<file path="config.mk">
export PLATFORM = sky130hd
export DESIGN_NAME = io_channel_sequencer
export DESIGN_NICKNAME = d
export VERILOG_FILES = /design/src/rtl/io_channel_sequencer.sv
export SDC_FILE = /design/constraint.sdc
export NUM_CORES = 1
export LEC_CHECK = 0
export BUFFER_PORTS_ARGS = -buffer_cell sky130_fd_sc_hd__buf_2
export CORE_MARGIN = 4
export CORE_UTILIZATION = 45
export CTS_CLUSTER_SIZE = 14
export DETAILED_ROUTE_END_ITERATION = 8
export PLACE_DENSITY = 0.66
export SLEW_MARGIN = 20
export SYNTH_ARGS = -nofsm -noshare
export SYNTH_HDL_FRONTEND = slang
export SYNTH_SLANG_ARGS = --single-unit
</file>
<file path="constraint.sdc">
create_clock -name CLK -period 3.3 [get_ports CLK]
set_clock_uncertainty 0.2 [all_clocks]
set_input_delay 0.99 -clock CLK [delete_from_list [all_inputs] [get_ports CLK]]
set_output_delay 0.99 -clock CLK [all_outputs]
set_load 0.005 [all_outputs]
</file>
<file path="src/rtl/io_channel_sequencer.sv">
// Peripheral channel sequencer: selects one channel from a command code, holds its SIGNAL,
// and sends characters as fixed-width PULSEs with ACK handshake, timeout and STOP abort.
module io_channel_sequencer #(
  parameter int N_CH       = 8,
  parameter int CODE_W     = 4,
  parameter int CHAR_W     = 6,
  parameter int SETTLE_CYC = 3,
  parameter int PULSE_CYC  = 4,
  parameter int TMO_W      = 16
) (
  input  logic              CLK,
  input  logic              rst_n,
  input  logic              CMD_VALID,
  output logic              CMD_READY,
  input  logic [CODE_W-1:0] CMD_CODE,
  input  logic              CHAR_VALID,
  output logic              CHAR_READY,
  input  logic [CHAR_W-1:0] CHAR_DATA,
  input  logic              CHAR_LAST,
  input  logic              STOP,
  input  logic [N_CH-1:0]   DEV_PERMIT,
  input  logic [N_CH-1:0]   DEV_ACK,
  output logic [N_CH-1:0]   DEV_SIGNAL,
  output logic [N_CH-1:0]   DEV_PULSE,
  output logic [CHAR_W-1:0] DEV_DATA,
  output logic              BUSY,
  output logic              DONE,
  output logic              ERR
);

  localparam int CNT_MAX = (SETTLE_CYC > PULSE_CYC) ? SETTLE_CYC : PULSE_CYC;
  localparam int CNT_W   = $clog2(CNT_MAX + 1);
  localparam logic [CNT_W-1:0] SETTLE_LAST = CNT_W'(SETTLE_CYC - 1);
  localparam logic [CNT_W-1:0] PULSE_LAST  = CNT_W'(PULSE_CYC - 1);
  // Last count value before the wait has lasted 2**TMO_W-1 cycles.
  localparam logic [TMO_W-1:0] TMO_LAST    = TMO_W'((2 ** TMO_W) - 2);

  typedef enum logic [2:0] {
    ST_IDLE      = 3'd0,
    ST_SETTLE    = 3'd1,
    ST_WAIT_CHAR = 3'd2,
    ST_PULSE     = 3'd3,
    ST_WAIT_ACK  = 3'd4,
    ST_FINISH    = 3'd5
  } state_t;

  state_t             state_r;
  logic [N_CH-1:0]    ch_mask_r;
  logic [CNT_W-1:0]   cnt_r;
  logic [TMO_W-1:0]   tmo_r;
  logic               last_r;
  logic               ack_seen_r;
  logic               abort_pend_r;

  logic [N_CH-1:0]    cmd_mask_s;
  logic               cmd_ok_s;
  logic               cmd_fire_s;
  logic               char_fire_s;
  logic               ack_s;
  logic               abort_s;

  // Codes at or above N_CH decode to an all-zero mask and so fail the permit test.
  function automatic logic [N_CH-1:0] code_onehot(input logic [CODE_W-1:0] code);
    logic [N_CH-1:0] v;
    v = '0;
    for (int i = 0; i < N_CH; i++) begin
      v[i] = (code == CODE_W'(i));
    end
    return v;
  endfunction

  assign cmd_mask_s  = code_onehot(CMD_CODE);
  assign cmd_ok_s    = |(cmd_mask_s & DEV_PERMIT);
  assign cmd_fire_s  = CMD_VALID & CMD_READY;
  assign char_fire_s = CHAR_VALID & CHAR_READY;
  assign ack_s       = |(DEV_ACK & ch_mask_r);
  // Losing permit on the selected channel behaves exactly like STOP.
  assign abort_s     = STOP | ~(|(DEV_PERMIT & ch_mask_r));

  // Sequencer FSM with all outputs registered.
  always_ff @(posedge CLK or negedge rst_n) begin
    if (!rst_n) begin
      state_r      <= ST_IDLE;
      CMD_READY    <= 1'b1;
      CHAR_READY   <= 1'b0;
      DEV_SIGNAL   <= '0;
      DEV_PULSE    <= '0;
      DEV_DATA     <= '0;
      BUSY         <= 1'b0;
      DONE         <= 1'b0;
      ERR          <= 1'b0;
      ch_mask_r    <= '0;
      cnt_r        <= '0;
      tmo_r        <= '0;
      last_r       <= 1'b0;
      ack_seen_r   <= 1'b0;
      abort_pend_r <= 1'b0;
    end else begin
      DONE <= 1'b0;
      ERR  <= 1'b0;
      case (state_r)
        ST_IDLE: begin
          if (cmd_fire_s) begin
            if (cmd_ok_s) begin
              ch_mask_r    <= cmd_mask_s;
              DEV_SIGNAL   <= cmd_mask_s;
              CMD_READY    <= 1'b0;
              BUSY         <= 1'b1;
              cnt_r        <= '0;
              abort_pend_r <= 1'b0;
              state_r      <= ST_SETTLE;
            end else begin
              ERR <= 1'b1;
            end
          end
        end
        ST_SETTLE: begin
          if (abort_s) begin
            DEV_SIGNAL <= '0;
            ERR        <= 1'b1;
            state_r    <= ST_FINISH;
          end else if (cnt_r == SETTLE_LAST) begin
            CHAR_READY <= 1'b1;
            state_r    <= ST_WAIT_CHAR;
          end else begin
            cnt_r <= cnt_r + CNT_W'(1);
          end
        end
        ST_WAIT_CHAR: begin
          if (abort_s) begin
            CHAR_READY <= 1'b0;
            DEV_SIGNAL <= '0;
            ERR        <= 1'b1;
            state_r    <= ST_FINISH;
          end else if (char_fire_s) begin
            CHAR_READY <= 1'b0;
            DEV_DATA   <= CHAR_DATA;
            last_r     <= CHAR_LAST;
            DEV_PULSE  <= ch_mask_r;
            cnt_r      <= '0;
            ack_seen_r <= 1'b0;
            state_r    <= ST_PULSE;
          end
        end
        ST_PULSE: begin
          // An early ACK or abort request is remembered until the pulse has run its full width.
          if (ack_s) begin
            ack_seen_r <= 1'b1;
          end
          if (abort_s) begin
            abort_pend_r <= 1'b1;
          end
          if (cnt_r == PULSE_LAST) begin
            DEV_PULSE <= '0;
            tmo_r     <= '0;
            state_r   <= ST_WAIT_ACK;
          end else begin
            cnt_r <= cnt_r + CNT_W'(1);
          end
        end
        ST_WAIT_ACK: begin
          if (ack_s || ack_seen_r) begin
            ack_seen_r <= 1'b0;
            if (abort_pend_r || abort_s) begin
              DEV_SIGNAL <= '0;
              ERR        <= 1'b1;
              state_r    <= ST_FINISH;
            end else if (last_r) begin
              DEV_SIGNAL <= '0;
              DONE       <= 1'b1;
              state_r    <= ST_FINISH;
            end else begin
              CHAR_READY <= 1'b1;
              state_r    <= ST_WAIT_CHAR;
            end
          end else if (tmo_r == TMO_LAST) begin
            DEV_SIGNAL <= '0;
            ERR        <= 1'b1;
            state_r    <= ST_FINISH;
          end else begin
            tmo_r <= tmo_r + TMO_W'(1);
            if (abort_s) begin
              abort_pend_r <= 1'b1;
            end
          end
        end
        ST_FINISH: begin
          CMD_READY <= 1'b1;
          BUSY      <= 1'b0;
          state_r   <= ST_IDLE;
        end
        default: begin
          CMD_READY  <= 1'b1;
          CHAR_READY <= 1'b0;
          DEV_SIGNAL <= '0;
          DEV_PULSE  <= '0;
          BUSY       <= 1'b0;
          state_r    <= ST_IDLE;
        end
      endcase
    end
  end

endmodule

</file>
Yosys cells after proc, flatten, opt, wreduce, memory -nomap -nowiden --
Cells that the tools add are included.
Cells by class: add/subtract/negate cells 2, equality and inequality tests 35, mux-type cells 69, bitwise logic cells 12, reduce and logical (&&, ||, !) cells 27
Operators by type and width (number):
- 2-to-1 mux 8 bit | 10
- 2-to-1 mux 3 bit | 18
- 2-to-1 mux 16 bit | 3
- case mux 16 bit (2 select lines) | 1
- case mux 8 bit (4 select lines) | 1
- != test 2 bit (second input constant) | 15
- 2-to-1 mux 1 bit | 27
- AND 8 bit | 3
- case mux 8 bit (3 select lines) | 1
- OR reduction 8 bit | 3
- adder 16 x 1 -> 16 bit (second input constant) | 1
- == test 16 bit (second input constant) | 1
- == test 4 x 3 -> 1 bit (second input constant) | 4
- case mux 3 bit (5 select lines) | 1
- == test 3 x 2 -> 1 bit (second input constant) | 4
- case mux 3 bit (4 select lines) | 1
- AND reduction 6 bit | 2
- AND reduction 5 bit | 2
- != test 3 bit (second input constant) | 3
- case mux 1 bit (3 select lines) | 3
- AND reduction 3 bit | 3
- == test 4 x 2 -> 1 bit (second input constant) | 2
- AND reduction 4 bit | 2
- AND reduction 8 bit | 1
- other kinds (21) | 33
Word-level totals: flip-flop bits (word level) 60, input bits 32, output and inout bits 27, logic and storage cells 160

Logic depth before layout (Yosys ltp) --
Gate-level depths: netlist (run 1).
depth after elaboration 8, gate-level depth with buffers 9

Worst setup path after synthesis (run 1) --
OpenSTA, ideal clock, no wires.
path kind input to register, start input port CMD_CODE[2], end register DEV_SIGNAL[1], arrival time 2.597 ns, data required time 2.973 ns, slack 0.375 ns, stages on the path 8, path through buf_6 > or3b_4 > o32ai_2 > o21bai_4 > a31oi_4 > o31a_1 > buf_4 > mux2_1
Between the ends: longest elaborated chain between the ends 5, elaborated cells on any way between the ends 15, those cells by class 8 x eq/ne; 3 x mux; 1 x bitwise; 3 x reduce/logical
RTL lines:
- start, declared | RTL line 15 | input logic [CODE_W-1:0] CMD_CODE,
- == test 4 x 1 -> 1 bit, or another cell as far along | RTL line 67 | v[i] = (code == CODE_W'(i));
- AND 8 bit | RTL line 73 | assign cmd_ok_s = |(cmd_mask_s & DEV_PERMIT);
- OR reduction 8 bit | RTL line 73
- != test 2 bit (no source line)
- AND reduction 6 bit (no source line)
- end signal, assigned | RTL line 106 | DEV_SIGNAL <= cmd_mask_s;
- end, declared | RTL line 23 | output logic [N_CH-1:0] DEV_SIGNAL,
Parallel ways exist; a longest one is shown, timed or not. The select of a mux whose other input is x is not followed. A chain may end at the register's enable or synchronous reset.

Final worst setup path (run 1) --
start input port CMD_CODE[3], end register DEV_SIGNAL[7]
Same word-level chain as after synthesis.

==> results of run 1 <==
[layout make-up]
class | count | area, µm²
clock buffer | 11 | 141
clock inverter | 5 | 75.1
fill | 679 | 3250
inverter | 11 | 41.3
multi-input combinational | 259 | 1690
sequential | 60 | 1500
tap | 99 | 124
timing repair buffer | 70 | 393
[where the power goes]
group,total [mW],internal [mW],switching [mW],leakage (nW)
combinational,1.01,0.423,0.583,0.936
clock,0.725,0.442,0.283,0.113
sequential,1.06,0.860,0.196,0.779
[critical path: cells and delay by family]
kind,cells,cell delay (ns)
compound gates,4,0.94
mux,1,0.37
simple gates,1,0.44
buf+inv,1,0.15
[logic make-up after synthesis]
group | share of synthesized area [%]
compound gates | 15.9
xor+xnor | 3.96
fa+ha+maj | 1.89
buf+inv | 3.92
flops | 45.3
mux | 6.56
simple gates | 22.5
[worst max path at each step]
stage	end	from	slack, ns	cells after the start
after floorplan	DEV_SIGNAL[1]	CMD_CODE[2]	0.38	8
after global placement	DEV_SIGNAL[4]	CMD_CODE[3]	0.13	7
after detailed placement	DEV_SIGNAL[7]	CMD_CODE[3]	0.05	7
after CTS	DEV_SIGNAL[7]	CMD_CODE[3]	0.43	7
after global routing	DEV_SIGNAL[7]	CMD_CODE[3]	0.34	7
final	DEV_SIGNAL[7]	CMD_CODE[3]	0.42	7
[sequential cells by signal (all words and copies together) (netlist names), 3 cells and up]
register and flops:
DEV_PULSE 8, DEV_SIGNAL 8, ch_mask_r 8, state_r 3, cnt_r 3, DEV_DATA 6
tmo_r 16
[cells in the mapped netlist, types with 7 or more instances]
cell      instances
xnor2_1           7
nor3_1            8
nand3_1          13
xor2_1            8
o21ai_0          26
nor2_1           29
dfrtp_1          59
nand2_1          54
nand4_1           9
a22oi_1           9
mux2_2            9
clkbuf_1          7
inv_1            11
[per-layer routing]
layer / vias to the layer above / global-route usage (%) / wire, µm
met5: - / 0 / 0
met4: 0 / 6.14 / 89
met3: 6 / 4.97 / 331
met2: 77 / 27.8 / 3650
met1: 1315 / 25.2 / 3500
li1: 1370 / - / -
==> impl_metrics.tcl, run 1 <==
set metrics [dict create \
    clk_latency_ns 0.33 \
    worstPathCellList "buf_2 > or3b_4 > o32ai_2 > o21bai_4 > a31oi_4 > o31a_1 > mux2_1" \
    p_leak_nw 1.83 \
    ys_seq_area_share_pct 45.3 \
    crit_path_max_fanout 9 \
    ios 59 \
    ys_warn_count 0 \
    wire_per_inst_um 14.7 \
    critPathLaunchType "input pin" \
    status "complete, no violations" \
    r2r_end "DEV_SIGNAL[7]" \
    drt-initial-drc-count 145 \
    yosys.area.top_type "dfrtp_1" \
    dieArea_mm2 0.00881 \
    clock_sinks 60 \
    final_util_pct 54.9 \
    grt_pass1_wl_um 12700 \
    antenna_left 0 \
    final_common_cell "dfrtp_1" \
    min_from "DEV_SIGNAL[4]" \
    tightest_slew_ns 0.910 \
    layout_setup_ws_ns 0.422 \
    grt_overflow 0 \
    die_w_um 93.9 \
    finalCriticalPeriod_ns 2.88 \
    pre_cts_ws_ns 0.0540 \
    wl_um 7570 \
    arrival_ns 2.90 \
    syn_area_mm2 0.00332 \
    ys_seq_elements 60 \
    place.gp.congestion 0.873 \
    antenna_found_initial 0 \
    max_freq_mhz 347 \
    cts_root_buffer "clkbuf_8" \
    worst-setup-path-type "in -> reg" \
    critical_path_required_ns 3.32 \
    final_cells 515 \
    place_area_mm2 0.00375 \
    cts_buffers 9 \
    reg2reg_depth 7 \
    dp_cells 499 \
    power_density_mw_per_mm2 703 \
    first_pass_iters 4 \
    syn_avg_cell_area_um2 9.65 \
    setup_tns_ns 0 \
    post_cts_buffers 0 \
    min_path_type "reg -> reg" \
    power_mw 2.79 \
    cts_tree "done" \
    synth_nets 381 \
    r2r-start "state_r[1]" \
    end_kind "flip-flop" \
    initial_core_util_pct 46.0 \
    grt_max_degree 34 \
    hold_end "DEV_SIGNAL[4]" \
    synth_edf_count 0 \
    async_reset_ff_share_pct 100 \
    synth_cell_types 60 \
    numPortBuffers 58 \
    cts_buffer_depth 2 \
    max_slew_margin_pct 38.9 \
    postLayoutCellArea_mm2 0.00396 \
    cts_resized 0 \
    place_hpwl_um 5690 \
    vias 2768 \
    max_stage_delay_ns 0.44 \
    hold_buffers 0 \
    path_clk_slew_ns 0.07 \
    route.detailed.drc 0 \
    final-max-slew-violation-count 0 \
    setup_violations 0 \
    r2r_setup_slack_ns 0.68 \
    synth_top_area_share_pct 44.5 \
    hold_ws_ns 0.283 \
    hold_path_depth 1 \
    drv_cap 0 \
    syn2layout_area_growth_pct 19.4 \
    hold_viol_final 0 \
    rsz0062_at_grt "no" \
    ys.flop_type "dfrtp_1" \
    htreeDepth 3 \
    track_usage_pct 18.3 \
    viasPerCell 5.37 \
    grt_pass1_vias 2601 \
    coreArea_mm2 0.00721 \
    die_y_um 93.9 \
    nets 448 \
    post-route-period-util_pct 87.2 \
    antennaDiodeCount 0 \
    synth_area_leaders "dfrtp_1, nand2_1, o21ai_0, nor2_1, mux2_2" \
    crit_slowest_cell "or3b_4" \
    ir_drop_v 0.000432 \
    final_cell_mix "dfrtp_1, buf_2, nand2_1" \
    synth_cells 344 \
    drive_above_1_share_pct 26.2 \
    num_rows 31 \
]
Note: power is estimated with default switching activity, not from simulation.
==> run 2, diff against run 1 <==
Settings changed: GPL_TIMING_DRIVEN from default to 0.
==> run 2 against run 1 <==
Net effect: sequential power down 6%; setup slack worse by 0.11 ns; sequential share of layout area up 0.34 points; clock power down 6.9%; die area unchanged; hold slack worse by 0.0069 ns; final cell count unchanged; critical path type unchanged; largest power group is now combinational logic; critical path depth up 1.
==> impl_metrics.tcl, run 2 (same netlist as run 1, synthesis figures left out) <==
set metrics [dict create \
    status "complete, no violations" \
    num_rows 31 \
    cts_buffers 9 \
    antennaDiodeCount 0 \
    layout_setup_ws_ns 0.309 \
    final_cell_mix "dfrtp_1, buf_2, nand2_1" \
    critical_path_required_ns 3.32 \
    drt-initial-drc-count 149 \
    final-max-slew-violation-count 0 \
    postLayoutCellArea_mm2 0.00393 \
    grt_max_degree 61 \
    numPortBuffers 56 \
    place.gp.congestion 0.902 \
    max_freq_mhz 334 \
    rsz0062_at_grt "no" \
    power_density_mw_per_mm2 695 \
    die_y_um 93.9 \
    p_leak_nw 1.79 \
    nets 448 \
    dr_wl_met3_um 360 \
    coreArea_mm2 0.00721 \
    place_hpwl_um 5680 \
    drv_cap 0 \
    path_clk_slew_ns 0.07 \
    grt_pass1_vias 2754 \
    clk_latency_ns 0.34 \
    drive_above_1_share_pct 24.5 \
    grt_pass1_wl_um 13200 \
    ios 59 \
    largest_reg_flops 16 \
    max_slew_margin_pct 47.1 \
    critPathLaunchType "input pin" \
    track_usage_pct 19.0 \
    vias 2823 \
    hold_buffers 0 \
    final_util_pct 54.4 \
    cts_buffer_depth 2 \
    fillers 670 \
    end_kind "flip-flop" \
    min_path_type "reg -> reg" \
    initial_core_util_pct 46.0 \
    antenna_found_initial 0 \
    wl_met1_um 3640 \
    die_w_um 93.9 \
    setup_violations 0 \
    wl_met2_um 3720 \
    setup_tns_ns 0 \
    max_flop_register "tmo_r" \
    grt_overflow 0 \
    post_cts_buffers 0 \
    place_area_mm2 0.00372 \
    cts_root_buffer "clkbuf_8" \
    power_mw 2.73 \
    hold_viol_final 0 \
    cts_tree "done" \
    htreeDepth 3 \
    dr.max_layer_used "met4" \
    arrival_ns 3.01 \
    viasPerCell 5.48 \
    finalCriticalPeriod_ns 2.99 \
    crit_path_max_fanout 10 \
    antenna_left 0 \
    pre_cts_ws_ns 0.0201 \
    ir_drop_v 0.000375 \
    wire_per_inst_um 15.3 \
    route.detailed.drc 0 \
    clock_sinks 60 \
    final_common_cell "dfrtp_1" \
    tightest_slew_ns 0.785 \
    post-route-period-util_pct 90.6 \
    wl_um 7870 \
    worst-setup-path-type "in -> reg" \
    syn2layout_area_growth_pct 18.4 \
    first_pass_iters 5 \
    dieArea_mm2 0.00881 \
    cts_resized 0 \
]
run 2: critical path: stages:
cell and delay [ns]:
buf_2 0.09, a22oi_1 0.08, a41oi_1 0.57, clkbuf_1 0.42, o211ai_1 0.23, o21ai_0 0.30
a21boi_0 0.21, o21ai_0 0.10
run 2: final timing paths:
check,startpoint,endpoint,slack [ns],cells after the start
min,DEV_PULSE[4],DEV_PULSE[4],0.28,2
max in group asynchronous,rst_n,ch_mask_r[4],1.87,1
max,DEV_PERMIT[5],state_r[0],0.31,8
min reg2reg,DEV_PULSE[4],DEV_PULSE[4],0.28,2
max reg2reg,ch_mask_r[5],state_r[0],0.59,7
min in group asynchronous,rst_n,DEV_PULSE[6],0.50,1
run 2: layer usage:
metal | up-vias | track usage [%]
met4 | 0 | 7.58
met5 | - | 0
met2 | 76 | 29.9
met3 | 14 | 3.69
li1 | 1373 | -
met1 | 1360 | 25.8
run 2: report_power, final:
part / switching [mW] / internal [mW] / leakage (nW)
registers: 0.137 / 0.861 / 0.779
clock network: 0.288 / 0.387 / 0.102
logic: 0.654 / 0.402 / 0.912
run 2: cell type report:
type	count	area [µm²]	area share [%]
Sequential cell	60	1500	38.3
Buffer	14	88.8	2.26
Inverter	11	41.3	1.05
Tap cell	99	124	3.15
Clock inverter	4	47.5	1.21
Timing Repair Buffer	56	283	7.20
Multi-Input combinational cell	259	1690	42.9
Clock buffer	12	155	3.95
run 2: metrics by stage:
| step | hold WS [ns] | std cells |
|---|---|---|
| 2_1_floorplan | 0.273 | 344 |
| 3_3_place_gp | 0.263 | 499 |
| 3_5_place_dp | 0.269 | 499 |
| 4_1_cts | 0.285 | 515 |
| 5_1_grt | 0.293 | 515 |
| 6_report | 0.276 | 515 |
==> run 3, diff against run 2 <==
Settings changed: ABC_AREA from default to 1.
==> run 3 against run 2 <==
Net effect: setup slack improved by 0.73 ns; die area up 8.3%; clock-buffer cell count stayed put; critical path depth is 4 higher; via count up 16%; critical endpoint is now ch_mask_r[5]; combinational power about the same.
==> impl_metrics.tcl, run 3 <==
set metrics [dict create \
    synth_cells 491 \
    grt_overflow 0 \
    ys_seq_area_share_pct 41.5 \
    final_common_cell "nand2_1" \
    coreArea_mm2 0.00777 \
    synth_cell_types 31 \
    yosys.area.top_type "dfrtp_1" \
    switching_power_mw 1.13 \
    synth_common_cells "nand2_1, dfrtp_1, inv_1" \
    setup_tns_ns 0 \
    num_rows 32 \
    dr_wl_met3_um 375 \
    post_cts_buffers 0 \
    crit_path_max_fanout 9 \
    numPortBuffers 58 \
    place.gp.congestion 0.865 \
    cp_num_buf_inv 2 \
    worst-setup-path-type "in -> reg" \
    syn2layout_area_growth_pct 16.9 \
    combPwrFrac_pct 38.8 \
    critPathLaunchType "input pin" \
    wl_met1_um 3970 \
    max_slew_margin_pct 49.6 \
    ir_drop_v 0.000377 \
    wire_per_inst_um 13.0 \
    worst_path_most_repeated_cell "nand2_1" \
    min_path_type "reg -> reg" \
    ios 59 \
    die_y_um 97.7 \
    route.detailed.drc 0 \
    dp_cells 651 \
    max_flop_register "tmo_r" \
    finalCriticalPeriod_ns 2.26 \
    dr.max_layer_used "met4" \
    max_freq_mhz 443 \
    cts_tree "done" \
    critical_path_required_ns 3.33 \
    worstPathCellList "buf_2 > inv_1 > nor2_1 > nand3_1 > nand2_1 > nor2_1 > nand3_2 > nand2_2 > nor2_8 > nand2_4 > nand2_1 > nand2_1" \
    wl_um 8630 \
    synth_edf_count 0 \
    hold_viol_final 0 \
    viasPerCell 4.94 \
    p_seq_share_pct 36.7 \
    drive_above_1_share_pct 22.2 \
    place_hpwl_um 6500 \
    max_stage_delay_ns 0.22 \
    grt_max_degree 61 \
    drv_cap 0 \
    yosysMostFrequentCell "nand2_1" \
    cts_buffers 9 \
    synth_area_leaders "dfrtp_1, nand2_1, nand3_1, inv_1, nor2_1" \
    clk_latency_ns 0.34 \
    tightest_slew_ns 0.756 \
    cp_top_family "simple AND/OR/NAND/NOR gates" \
    synth_nets 528 \
    antenna_found_initial 0 \
    final_cell_mix "nand2_1, dfrtp_1, buf_2" \
    largest_reg_flops 16 \
    cts_root_buffer "clkbuf_8" \
    syn_avg_cell_area_um2 7.37 \
    die_w_um 97.7 \
    clockPowerShare_pct 24.4 \
    cts_buffer_depth 2 \
    p_int_mw 1.60 \
    rsz0062_at_grt "no" \
    setup_violations 0 \
    p_leak_nw 2.19 \
    drt-initial-drc-count 151 \
    antenna_left 0 \
    synth_top_area_share_pct 40.8 \
    final-max-slew-violation-count 0 \
    htreeDepth 3 \
    r2r-start "tmo_r[0]" \
    ys_warn_count 0 \
    end_kind "flip-flop" \
    arrival_ns 2.29 \
    nets 597 \
    async_reset_ff_share_pct 100 \
    dieArea_mm2 0.00955 \
    final_cells 665 \
    initial_core_util_pct 46.6 \
    swShare_pct 41.5 \
    path_clk_slew_ns 0.07 \
    crit_start "CMD_CODE[1]" \
    status "complete, no violations" \
    min_from "DEV_SIGNAL[1]" \
    vias 3282 \
    track_usage_pct 19.1 \
    antennaDiodeCount 0 \
    wl_met2_um 4160 \
    grt_pass1_wl_um 14900 \
    hold_buffers 0 \
    ys_seq_elements 60 \
    grt_pass1_vias 3189 \
    syn_area_mm2 0.00362 \
    power_density_mw_per_mm2 645 \
    cts_resized 0 \
    clock_sinks 60 \
    crit_slowest_cell "nor2_1" \
    ys.flop_type "dfrtp_1" \
    first_pass_iters 4 \
    post-route-period-util_pct 68.4 \
]
## run 3: cell types whose count changed after synthesis, moves of 6 or more
cell and change:
a21oi_1 -6, a22oi_1 -9, clkbuf_1 -7, inv_1 +36, mux2_2 -9, mux2i_1 -6, nand2_1 +118, nand3_1 +26
nor2_1 +15, nor2_2 +9, nor4_1 -6, o21ai_1 +9, xnor2_1 -7
## run 3: worst reg2reg max path, stage by stage, from the launching register on
cell and delay, ns:
dfrtp_1 0.44, inv_1 0.08, ha_1 0.14, nand2_1 0.04, nor2_1 0.09, nand2_1 0.09, nor2_2 0.18, nor2_2 0.06
nand2_1 0.12, nand2_1 0.11, nor2_4 0.19, nand2_4 0.10, nand2_1 0.07, nand2_1 0.05
## run 3: path summary, 6_finish.rpt
check / depth (start not counted) / end / slack, ns
worst min-delay path: 2 / DEV_SIGNAL[1] / 0.27
min in group asynchronous: 1 / tmo_r[2] / 0.52
max in group asynchronous: 1 / state_r[2] / 1.88
worst max register to register: 13 / DEV_SIGNAL[4] / 1.22
worst max-delay path: 12 / ch_mask_r[5] / 1.04
worst min register to register: 2 / DEV_SIGNAL[1] / 0.27
## run 3: area by class of cell
class / count / area (µm²)
buffer: 8 / 77.6
tap: 102 / 128
fill: 762 / 3540
clock buffer: 12 / 155
sequential: 60 / 1500
multi-input combinational: 368 / 1830
timing repair buffer: 58 / 293
clock inverter: 2 / 35.0
inverter: 55 / 214
## run 3: cells by family after synthesis
family | Yosys count | share of synthesized area (%)
fa+ha+maj | 5 | 1.73
xor+xnor | 6 | 1.45
compound gates | 45 | 6.74
flops | 60 | 41.5
buf+inv | 63 | 8.05
simple gates | 312 | 40.5
## run 3: power groups by stage
| stage | Sequential [mW] | Combinational, mW | Clock [mW] |
|---|---|---|---|
| after floorplan | 0.987 | 0.785 | 0 |
| after global placement | 1.01 | 1.06 | 0 |
| after detailed placement | 1.01 | 1.07 | 0 |
| after CTS | 1.00 | 1.08 | 0.684 |
| after global routing | 1.03 | 1.21 | 0.723 |
| final | 1.00 | 1.06 | 0.666 |
## run 3: through the flow
step	total power [mW]	hold WS, ns	utilization (%)	worst slack [ns]	area [µm²]
final	2.73	0.270	54.5	1.04	4230
after global placement	2.07	0.253	52.0	0.672	4040
after detailed placement	2.08	0.255	52.0	0.677	4040
after global routing	2.96	0.302	54.5	0.894	4230
after CTS	2.76	0.276	54.5	1.05	4230
after floorplan	1.77	0.242	-	1.05	3620
## run 3: metal layers
layer / vias to the layer above / global-route usage, %
li1: 1705 / -
met3: 11 / 4.38
met4: 0 / 7.67
met2: 56 / 31.1
met5: - / 0
met1: 1510 / 24.6
